## src/rtl/res_ram_pkg.sv

```systemverilog
// Shared constants and arbiter state encoding for the result-RAM arbiter.
package res_ram_pkg;

  localparam int unsigned ADDR_W     = 14;
  localparam int unsigned DATA_W     = 8;
  localparam int unsigned LOCK_MAX   = 15;
  localparam int unsigned LOCK_CNT_W = 4;

  typedef enum logic [1:0] {
    IDLE = 2'd0,
    OWN0 = 2'd1,
    OWN1 = 2'd2
  } arb_state_e;

endpackage

```

## src/rtl/res_ram_arb.sv

```systemverilog
// Two-master arbiter for the single-port result RAM (m0 = DT engine, m1 = host).
// The owning master gets a combinational grant; ownership moves with fairness and lock rules.
module res_ram_arb #(
  parameter int unsigned ADDR_W   = res_ram_pkg::ADDR_W,
  parameter int unsigned DATA_W   = res_ram_pkg::DATA_W,
  parameter int unsigned LOCK_MAX = res_ram_pkg::LOCK_MAX
) (
  input  logic              clk,
  input  logic              reset,

  input  logic              m0_req,
  input  logic              m0_we,
  input  logic              m0_lock,
  input  logic [ADDR_W-1:0] m0_addr,
  input  logic [DATA_W-1:0] m0_wdata,
  output logic              m0_gnt,
  output logic              m0_rvalid,
  output logic [DATA_W-1:0] m0_rdata,

  input  logic              m1_req,
  input  logic              m1_we,
  input  logic              m1_lock,
  input  logic [ADDR_W-1:0] m1_addr,
  input  logic [DATA_W-1:0] m1_wdata,
  output logic              m1_gnt,
  output logic              m1_rvalid,
  output logic [DATA_W-1:0] m1_rdata,

  output logic              ram_rd,
  output logic              ram_wr,
  output logic [ADDR_W-1:0] ram_addr,
  output logic [DATA_W-1:0] ram_do,
  input  logic [DATA_W-1:0] ram_di
);

  import res_ram_pkg::*;

  arb_state_e              state_q, state_d;
  logic                    last_id_q, last_id_d;
  logic [LOCK_CNT_W-1:0]   lock_cnt_q, lock_cnt_d;
  logic                    m0_rvalid_q, m1_rvalid_q;
  logic [ADDR_W-1:0]       addr_q;
  logic [DATA_W-1:0]       do_q;
  logic                    lock_ok;

  assign lock_ok = (32'(lock_cnt_q) < LOCK_MAX);

  always_comb begin
    state_d    = state_q;
    lock_cnt_d = '0;
    m0_gnt     = 1'b0;
    m1_gnt     = 1'b0;
    ram_rd     = 1'b0;
    ram_wr     = 1'b0;
    // Address and write data hold their last driven value between accesses.
    ram_addr   = addr_q;
    ram_do     = do_q;
    unique case (state_q)
      IDLE: begin
        if (m0_req && m1_req) begin
          state_d = last_id_q ? OWN0 : OWN1;
        end else if (m0_req) begin
          state_d = OWN0;
        end else if (m1_req) begin
          state_d = OWN1;
        end
      end
      OWN0: begin
        m0_gnt = m0_req;
        if (m0_req) begin
          ram_addr = m0_addr;
          ram_do   = m0_wdata;
          ram_wr   = m0_we;
          ram_rd   = ~m0_we;
        end
        if (m0_req && m0_lock && lock_ok) begin
          state_d    = OWN0;
          lock_cnt_d = lock_cnt_q + 1'b1;
        end else if (m1_req) begin
          state_d = OWN1;
        end else if (m0_req) begin
          state_d = OWN0;
        end else begin
          state_d = IDLE;
        end
      end
      OWN1: begin
        m1_gnt = m1_req;
        if (m1_req) begin
          ram_addr = m1_addr;
          ram_do   = m1_wdata;
          ram_wr   = m1_we;
          ram_rd   = ~m1_we;
        end
        if (m1_req && m1_lock && lock_ok) begin
          state_d    = OWN1;
          lock_cnt_d = lock_cnt_q + 1'b1;
        end else if (m0_req) begin
          state_d = OWN0;
        end else if (m1_req) begin
          state_d = OWN1;
        end else begin
          state_d = IDLE;
        end
      end
      default: state_d = IDLE;
    endcase
  end

  always_comb begin
    last_id_d = last_id_q;
    if (m0_gnt) begin
      last_id_d = 1'b0;
    end else if (m1_gnt) begin
      last_id_d = 1'b1;
    end
  end

  always_ff @(posedge clk or negedge reset) begin
    if (!reset) begin
      state_q     <= IDLE;
      last_id_q   <= 1'b1;
      lock_cnt_q  <= '0;
      m0_rvalid_q <= 1'b0;
      m1_rvalid_q <= 1'b0;
      addr_q      <= '0;
      do_q        <= '0;
    end else begin
      state_q     <= state_d;
      last_id_q   <= last_id_d;
      lock_cnt_q  <= lock_cnt_d;
      m0_rvalid_q <= m0_gnt & ~m0_we;
      m1_rvalid_q <= m1_gnt & ~m1_we;
      addr_q      <= ram_addr;
      do_q        <= ram_do;
    end
  end

  assign m0_rvalid = m0_rvalid_q;
  assign m1_rvalid = m1_rvalid_q;
  assign m0_rdata  = m0_rvalid_q ? ram_di : '0;
  assign m1_rdata  = m1_rvalid_q ? ram_di : '0;

endmodule
```

## config.mk

```make
export PLATFORM = sky130hd
export DESIGN_NAME = res_ram_arb
export DESIGN_NICKNAME = d
export VERILOG_FILES = /design/src/rtl/res_ram_pkg.sv /design/src/rtl/res_ram_arb.sv
export SDC_FILE = /design/constraint.sdc
export NUM_CORES = 1
export LEC_CHECK = 0
export CAP_MARGIN = 15
export CORE_AREA = 2 2 52 102
export CTS_CLUSTER_SIZE = 10
export DETAILED_ROUTE_END_ITERATION = 10
export DIE_AREA = 0 0 54 104
export PLACE_DENSITY = 0.77
export REMOVE_ABC_BUFFERS = 1
export SYNTH_ARGS = -nofsm -noshare
export SYNTH_HDL_FRONTEND = slang
export SYNTH_SLANG_ARGS = --single-unit
```

## constraint.sdc

```tcl
create_clock -name clk -period 2.2 [get_ports clk]
set_input_delay 0.33 -clock clk [delete_from_list [all_inputs] [get_ports clk]]
set_output_delay 0.33 -clock clk [all_outputs]
set_load 0.005 [all_outputs]
```

# Word-level counts from Yosys, hierarchy flattened

Index checks and enable logic that the tools add are counted.

Magnitude comparators: 1
Equal/unequal tests: 3
Reductions and logical operators: 7
Add/sub/neg operators: 1
Bitwise logic cells: 4
Muxes and demuxes: 32

Operator list:

| cell                                                                  | count |
|---|---|
| 8-bit two-way mux                                                     | 4 |
| 14-bit two-way mux                                                    | 2 |
| 14-bit one-hot mux with 2 select lines                                | 1 |
| 2-bit two-way mux                                                     | 9 |
| 8-bit one-hot mux with 2 select lines                                 | 1 |
| 1-bit two-way mux                                                     | 9 |
| 4-bit two-way mux                                                     | 2 |
| 4-bit one-hot mux with 2 select lines                                 | 1 |
| 2-bit one-hot mux with 3 select lines                                 | 1 |
| 1-bit logical AND                                                     | 5 |
| 4-bit by 1-bit adder with 4-bit output, second input constant         | 1 |
| 4-bit < comparator, second input constant                             | 1 |
| 4-bit != test, second input constant                                  | 1 |
| 1-bit one-hot mux with 2 select lines                                 | 2 |
| 1-bit AND                                                             | 2 |
| 2-bit by 1-bit equality test with 1-bit output, second input constant | 1 |
| 2-bit equality test, second input constant                            | 1 |
| 2-bit logical NOT                                                     | 1 |
| 1-bit NOT                                                             | 2 |
| 2-bit nonzero test                                                    | 1 |

Word-level logic and storage cells: 55
Output and inout bits: 44
Register bits: 31
Bits of input ports: 60

# Depth between registers and ports, before layout

Depth in word-level cells: 4
Depth in mapped cells: 7
Depth with buffers taken out: 5

# Worst setup path before layout

No wires, ideal clock.

Kind: reg2out
Start point: reg state_q[0]
End point: out ram_addr[0]
Required time: 1.870 ns
Slack: 0.515 ns
Buffers on the path: 2
Data arrival time: 1.355 ns
Stages on the path, launching flop included: 8
Path through: dfrtp_1 inv_1 ha_1 and2_1 buf_4 buf_4 a22oi_1 o2bb2ai_1

Word-level cells in the longest chain between the ends: 2
Elaborated cells on any way between the ends: 3
Those cells by class: 2 x eq/ne; 1 x mux

Ends and longest elaborated chain:

| what                                                                                  | RTL line           | source |
|---|---|---|
| from (decl)                                                                           | res_ram_arb.sv:38  | `arb_state_e state_q, state_d;` |
| from (signal assigned)                                                                | res_ram_arb.sv:129 | `state_q <= state_d;` |
| 2-bit equality test or 2-bit by 1-bit equality test with 1-bit output (tied branches) | res_ram_arb.sv:58  | `unique case (state_q)` |
| 14-bit one-hot mux with 2 select lines *                                              | res_ram_arb.sv:58  |  |
| to (decl)                                                                             | res_ram_arb.sv:31  | `output logic [ADDR_W-1:0] ram_addr,` |

Every way passes the cells marked *; elsewhere a longest branch is shown, timed or not.

# Worst setup path after layout

Start point: reg state_q[1]
End point: out ram_addr[10]

Same word-level chain as after synthesis.

==> results <==
## power breakdown
| part | internal, W | total, W | switching, W |
|---|---|---|---|
| Clock | 0.000366 | 0.000579 | 0.000213 |
| Combinational | 0.00135 | 0.00253 | 0.00118 |
| Sequential | 0.000797 | 0.000910 | 0.000113 |
| Total | 0.00252 | 0.00402 | 0.00150 |
## metal layers
layer  vias to the layer above  wire [um]  part of all wire [%]  track usage (%)
met5                         -          0                     0                0
met4                         0        126                   2.3             8.39
met3                         9        215                   3.9             4.02
met2                        55       3260                    59             39.5
met1                       868       1970                    35             22.6
li1                        847          -                     -                -
## registers in the layout, indices dropped and copies added, names as in the netlist
name        flops
last_id_q       1
lock_cnt_q      4
state_q         2
do_q            8
m0_rvalid       1
addr_q         14
m1_rvalid       1
## metrics by stage
| step | hold slack (ns) | setup WS [ns] | TNS, ns |
|---|---|---|---|
| floorplan | 0.0344 | 0.0150 | 0 |
| global placement | 0.455 | -0.169 | -3.33 |
| CTS | 0.459 | 0.00268 | 0 |
| global route | 0.482 | -0.0580 | -0.133 |
| detailed placement | 0.460 | -0.188 | -3.39 |
| finish | 0.437 | 0.0280 | 0 |
## worst max-delay path, delay by kind of cell, from the launching register on
family	cells	cell delay, ns
flops	1	0.39
compound gates	2	0.31
fa+ha+maj	1	0.19
buf+inv	6	0.65
## area by class of cell
type,count,area (um2)
clock buffer,6,82.6
clock inverter,2,35.0
fill,393,1570
inverter,7,28.8
multi-input combinational,105,1040
sequential,31,777
tap,57,71.3
timing repair buffer,139,1260
## Yosys cell counts, drive strengths merged, types with 2 or more instances
master    n
a211oi    4
a21oi     2
a22oi    22
a31o      2
and2     19
buf      10
clkbuf    2
dfrtp    30
ha        5
inv       7
mux2      2
nand2     3
nand2b    2
nand3     5
nor2      3
nor2b     3
o21ai     2
o2bb2ai  21
## path summary, 6_finish.rpt
path	from	end	slack (ns)
worst max-delay path	state_q[1]	ram_addr[10]	0.03
worst min-delay path	reset	state_q[0]	0.44
worst max register to register	state_q[0]	addr_q[2]	0.03
worst min register to register	lock_cnt_q[0]	lock_cnt_q[0]	0.47
max in group asynchronous	reset	last_id_q	1.43
min in group clk	lock_cnt_q[0]	lock_cnt_q[0]	0.47
## cells by family after synthesis
kind of cell / Yosys count
multiplexers: 2
flip-flops: 31
XOR/XNOR: 2
adder cells (fa/ha/maj): 5
buffers and inverters: 19
AND/OR/NAND/NOR: 37
AO/OA/AOI/OAI: 59
## timing repair
| action | 4_1_cts | 5_1_grt |
|---|---|---|
| buffers inserted | 14 | 3 |
| pin swaps | 20 | 3 |
| gates resized for setup | 119 | 24 |
| endpoints found under the setup margin | 26 | 26 |
| gates cloned | 1 | 0 |
==> metrics.md <==
| Metric | Value |
|---|---|
| Largest family of logic cells by synthesized area | compound AO/OA/AOI/OAI gates |
| Required time of the critical path | 1.87 ns |
| Drt pass-1 iters | 4 |
| Synth area leaders | dfrtp_1 44%, o2bb2ai_1 11%, a22oi_1 7.0% |
| Unrepaired setup endpoints after global routing | true |
| Status | complete, no violations |
| Core Box Area | 0.00486 mm2 |
| Row count | 36 |
| Vias per inst | 5.13 |
| CTS tree | done |
| Least-Margin Pin Slew | 0.396 ns |
| Most frequent cells in the layout | 78 x clkdlybuf4s50_1, 30 x dfrtp_1, 26 x buf_4, 18 x a22oi_2 |
| CP endpoint kind | primary output |
| PD cells | 1220 mW/mm2 |
| Async S/R FF share, synth | 100% |
| Synth Warn # | 0 |
| Worst Path Class, Setup | reg2out |
| Xor and xnor area share after synthesis | 1.02% |
| Sinks on Clock Net | 31 |
| Register area share after synthesis | 45.3% |
| Simple-gate area share of the yosys netlist | 12.8% |
| Worst path max stage delay | 0.39 ns |
| Synth top area share | 43.8% |
| Vias | 1779 |
| Compound-Gate Fraction of Synth Area | 29.0% |
| First-pass GRT wire length | 8870 um |
| Clock skew | 0.00449 ns |
| Vias in the first global route | 1862 |
| Final Max Slew Viols | 0 |
| Synth Register Bits | 31 |
| Die footprint | 0.00562 mm2 |
| Share of cells above drive strength 1 | 40.0% |
| Wirelength, routed | 5580 um |
| HPWL after detailed placement | 3900 um |
| Syn_area_per_cell | 11.1 um2 |
| Power Total | 0.00402 W |
| Reg2reg path depth | 12 |
| Post-synthesis adder-cell area fraction | 3.65% |
| Largest net degree at the start of global routing | 32 |
| Post-synthesis mux area share | 1.31% |
| Initial antenna violation count | 0 |
| Fin area | 0.00330 mm2 |
| Highest-delay cell along the critical path | dfrtp_1 |
| F_max | 0.460 GHz |
| Mapped cell area | 0.00171 mm2 |
| Worst EP arrival | 1.84 ns |
| Hold Buf Count CTS | 0 |
| Final Hold Viols | 0 |
| Max-cap viol count | 0 |
| # nets final | 354 |
| Antenna cells | 0 |
| Remaining antenna violation count | 0 |
| Root Buffer | clkbuf_8 |
| Cell count after placement | 322 |
| Clock Latency Late Sink | 0.28 ns |
| Critical Path Source Type | flip-flop |
| DR iter-0 viols | 22 |
| Netlist cell types | 35 |
| Gr usage total | 21.6% |
| Placement Cell Area | 0.00290 mm2 |
| Reg clk slew, reported paths | 0.07 ns |
| Final Cycle Share | 98.7% |
| GRT overflow | 0 |
| Worst Hold Class | in2async |
| Leakage | 1.39 nW |
| Cell taking the most area after synthesis | dfrtp_1 |
| Commonest non-fill, non-tap cell in the layout | clkdlybuf4s50_1 |
| H-Tree Depth | 2 |
| Area Growth Syn to Fin | 92.3% |
| Slew headroom | 73.6% |
| Primary FF master, synth | dfrtp_1 |
| WL/cell | 16.1 um |
| CP max FO | 5 |
| RD Place Congestion | 0.796 |
| Non-Filler Instances | 347 |
| Number of synthesized flops with an enable pin | 0 |
| Post-route DRC | 0 |
| Cells after Synth | 155 |
| Crit-path cells | inv_2, ha_4, inv_4, o221ai_4, buf_12, buf_8, buf_6, o2bb2ai_4, buf_2 |
| Min Clock Period, post-route | 2.17 ns |
| Number of port buffers | 103 |
| Io pins | 104 |
| Fin util | 67.7% |
| Final setup fails | 0 |
| CTS Buf Count | 5 |
| Die Span Y | 104 um |
| Peak supply drop | 876 uV |
| Initial Utilization | 35.2% |
| CTS max path bufs | 2 |
| Die Wd | 54 um |
No activity file was read; power rests on OpenSTA's default activity.
==> patch: new RTL, config.mk and constraints unchanged <==
Change the package constant `ADDR_W` from 14 to 13.
--- a/src/rtl/res_ram_pkg.sv
+++ b/src/rtl/res_ram_pkg.sv
@@ -3,3 +3,3 @@
 
-  localparam int unsigned ADDR_W     = 14;
+  localparam int unsigned ADDR_W     = 13;
   localparam int unsigned DATA_W     = 8;
Ports: changed (resized m0_addr, m1_addr and ram_addr); port bits go from 104 to 101. The function was not compared with the original's and may differ.
==> patch against the original RTL <==
- the flow now finishes with violations (negative setup slack)
- cell area fell by 6.2%
- sequential cell count fell by 1
- critical endpoint unchanged
- sequential share of layout area rose by 0.74 points
- total power fell by 5.1%
- clock skew rose by 0.0032 ns
- first-iteration DRC count rose by 23%
- worst setup slack got worse by 0.064 ns
- synthesized area fell by 3.7%
- wire length rose by 0.93%
==> patch: results (changes against the original RTL) <==
Place
  • RD Place Congestion: 0.7672 (-3.6%)
  • Placed Cells: 311 (-3.4%)
  • I/O Buffers: 100 (-2.9%)
  • Pre-CTS setup slack: -0.2373 ns (-0.04931 ns)
  • HPWL Detailed: 3602 µm (-7.7%)

Cells and area
  • Top Registers: addr_q x13, do_q x8, lock_cnt_q x4
  • Final std cells w/o fill: 350 (+0.86%)
  • Final-layout fill cell count: 405 (+3.1%)
  • Final Net Count: 355 (+0.28%)
  • Share of post-route cells with drive strength above 1: 32.76% (-7.2 points)

STA
  • Setup Viol. Count Final: 3 (+3)
  • Final WS setup: -0.03552 ns (-0.06351 ns)
  • Worst-Margin Slew: 0.3977 ns (+0.001982 ns)
  • Clk_skew: 0.007671 ns (+0.003180 ns)
  • Setup tns final: -0.05358 ns (-0.05358 ns)
  • Min Hold Slack: 0.4385 ns (+0.001178 ns)

Detailed routing
  • Initial DRC Count: 27 (+23%)
  • Vias/cell: 5.046 (-1.6%)
  • DRT Pass-1 Iters: 4 (unchanged)
  • WL final: 5628 µm (+0.93%)

Clock tree
  • Number of H-tree levels: 2 (unchanged)

Setup path
  • Reg-to-reg slack, setup: 0.47 ns (+0.44 ns)
  • CP Max Fanout: 8 (+3)
  • CP arrival: 1.91 ns (+0.07 ns)

Global route
  • Global Route Usage Sum: 22.35% (+0.73 points)
  • First-pass GRT wire length: 9259 µm (+4.4%)
  • Largest net degree at the start of global routing: 31 (-3.1%)
  • Vias in the first global route: 1,882 (+1.1%)

Synthesis
  • Synth Area in Compound Gates: 26.99% (-2.0 points)
  • Yosys synthesis warning count: 0 (unchanged)
  • Post-synth top cells: 38 x a22o_1, 29 x dfrtp_1, 17 x and2_1, 7 x nor2_1
  • Synth top area cells: dfrtp_1 44%, a22o_1 20%, and2_1 6.4%, ha_1 3.8%, buf_6 2.7%
  • Seq/Total Area, Yosys: 45.56% (+0.24 points)
  • Dominant synthesized flop cell: dfrtp_1
  • Netlist cell types: 32 (-8.6%)
  • Mux contribution to synthesized area: 0% (-1.3 points)
  • Mapped Avg Cell Area: 11.08 µm² (+0.15%)
  • Post-Synth Adder-Cell Area: 3.791% (+0.14 points)
  • Post-synthesis xor/xnor area fraction: 1.061% (+0.040 points)

Power
  • Peak VDD IR: 0.8265 mV (-5.7%)
  • Leak Pwr: 0.001457 µW (+5.1%)

Status
  • Status: complete, but fails checks
  • Failing checks: negative setup slack
[patch: report_power, final]
| part | internal, µW | total, µW | switching, µW |
|---|---|---|---|
| Combinational | 1490 | 2510 | 1020 |
| Clock | 252 | 462 | 210 |
| Sequential | 763 | 844 | 80.6 |
| Total | 2510 | 3810 | 1310 |
[patch: final cells by class]
| type | instances | area share (%) |
|---|---|---|
| multi-input cells | 105 | 27.51 |
| flip-flops and latches | 30 | 24.31 |
| clock inverters | 1 | 0.1618 |
| well taps | 57 | 2.306 |
| clock buffers | 7 | 2.791 |
| repair buffers | 145 | 42.31 |
| inverters | 5 | 0.6068 |
[patch: cell families after synthesis]
kind of cell               Yosys count
AOI/OAI and AO/OA                   53
DFF                                 30
and+or+nand+nor                     43
xor gates and xnor gates             2
buffers and inverters               16
adders and majority gates            5
[patch: layer usage]
layer / routed length, µm / part of all wire [%] / global-route usage, % / vias to the layer above
met5: 0 / 0 / 0 / -
met1: 2013 / 36 / 24.61 / 843
met2: 3139 / 56 / 38.24 / 76
met4: 198 / 3.5 / 10.71 / 0
li1: - / - / - / 832
met3: 276 / 4.9 / 4.885 / 15
[patch: timing repair]
item / in CTS / in global routing
gates cloned: 4 / 0
pin swaps: 23 / 4
setup buffers: 25 / 2
gates resized for setup: 114 / 7
endpoints found under the setup margin: 25 / 21
[patch: metrics by stage]
step	cell area [µm²]	total power, µW
global route	3093	4071
CTS	3069	3717
detailed placement	2750	2642
global placement	2750	2622
finish	3093	3814
floorplan	1551	1609
[patch: path summary, 6_finish.rpt]
path                                      endpoint  cells past startpoint
min                           addr_q[11]$_DFF_PN0_                      2
max                                   ram_addr[10]                      7
max in group asynchronous    last_id_q$_DFFE_PN1P_                      2
min in group clk           lock_cnt_q[0]$_DFF_PN0_                      1
max reg2reg                 state_q[1]$_DFFE_PN0P_                      7
min reg2reg                lock_cnt_q[0]$_DFF_PN0_                      1
[patch: worst reg2reg max path, stage by stage, from the launching register on]
cell,delay (ns)
dfrtp_1,0.39
buf_4,0.15
ha_4,0.18
buf_4,0.14
nor2b_1,0.12
o21ai_0,0.20
nor4b_1,0.32
o21ai_1,0.11
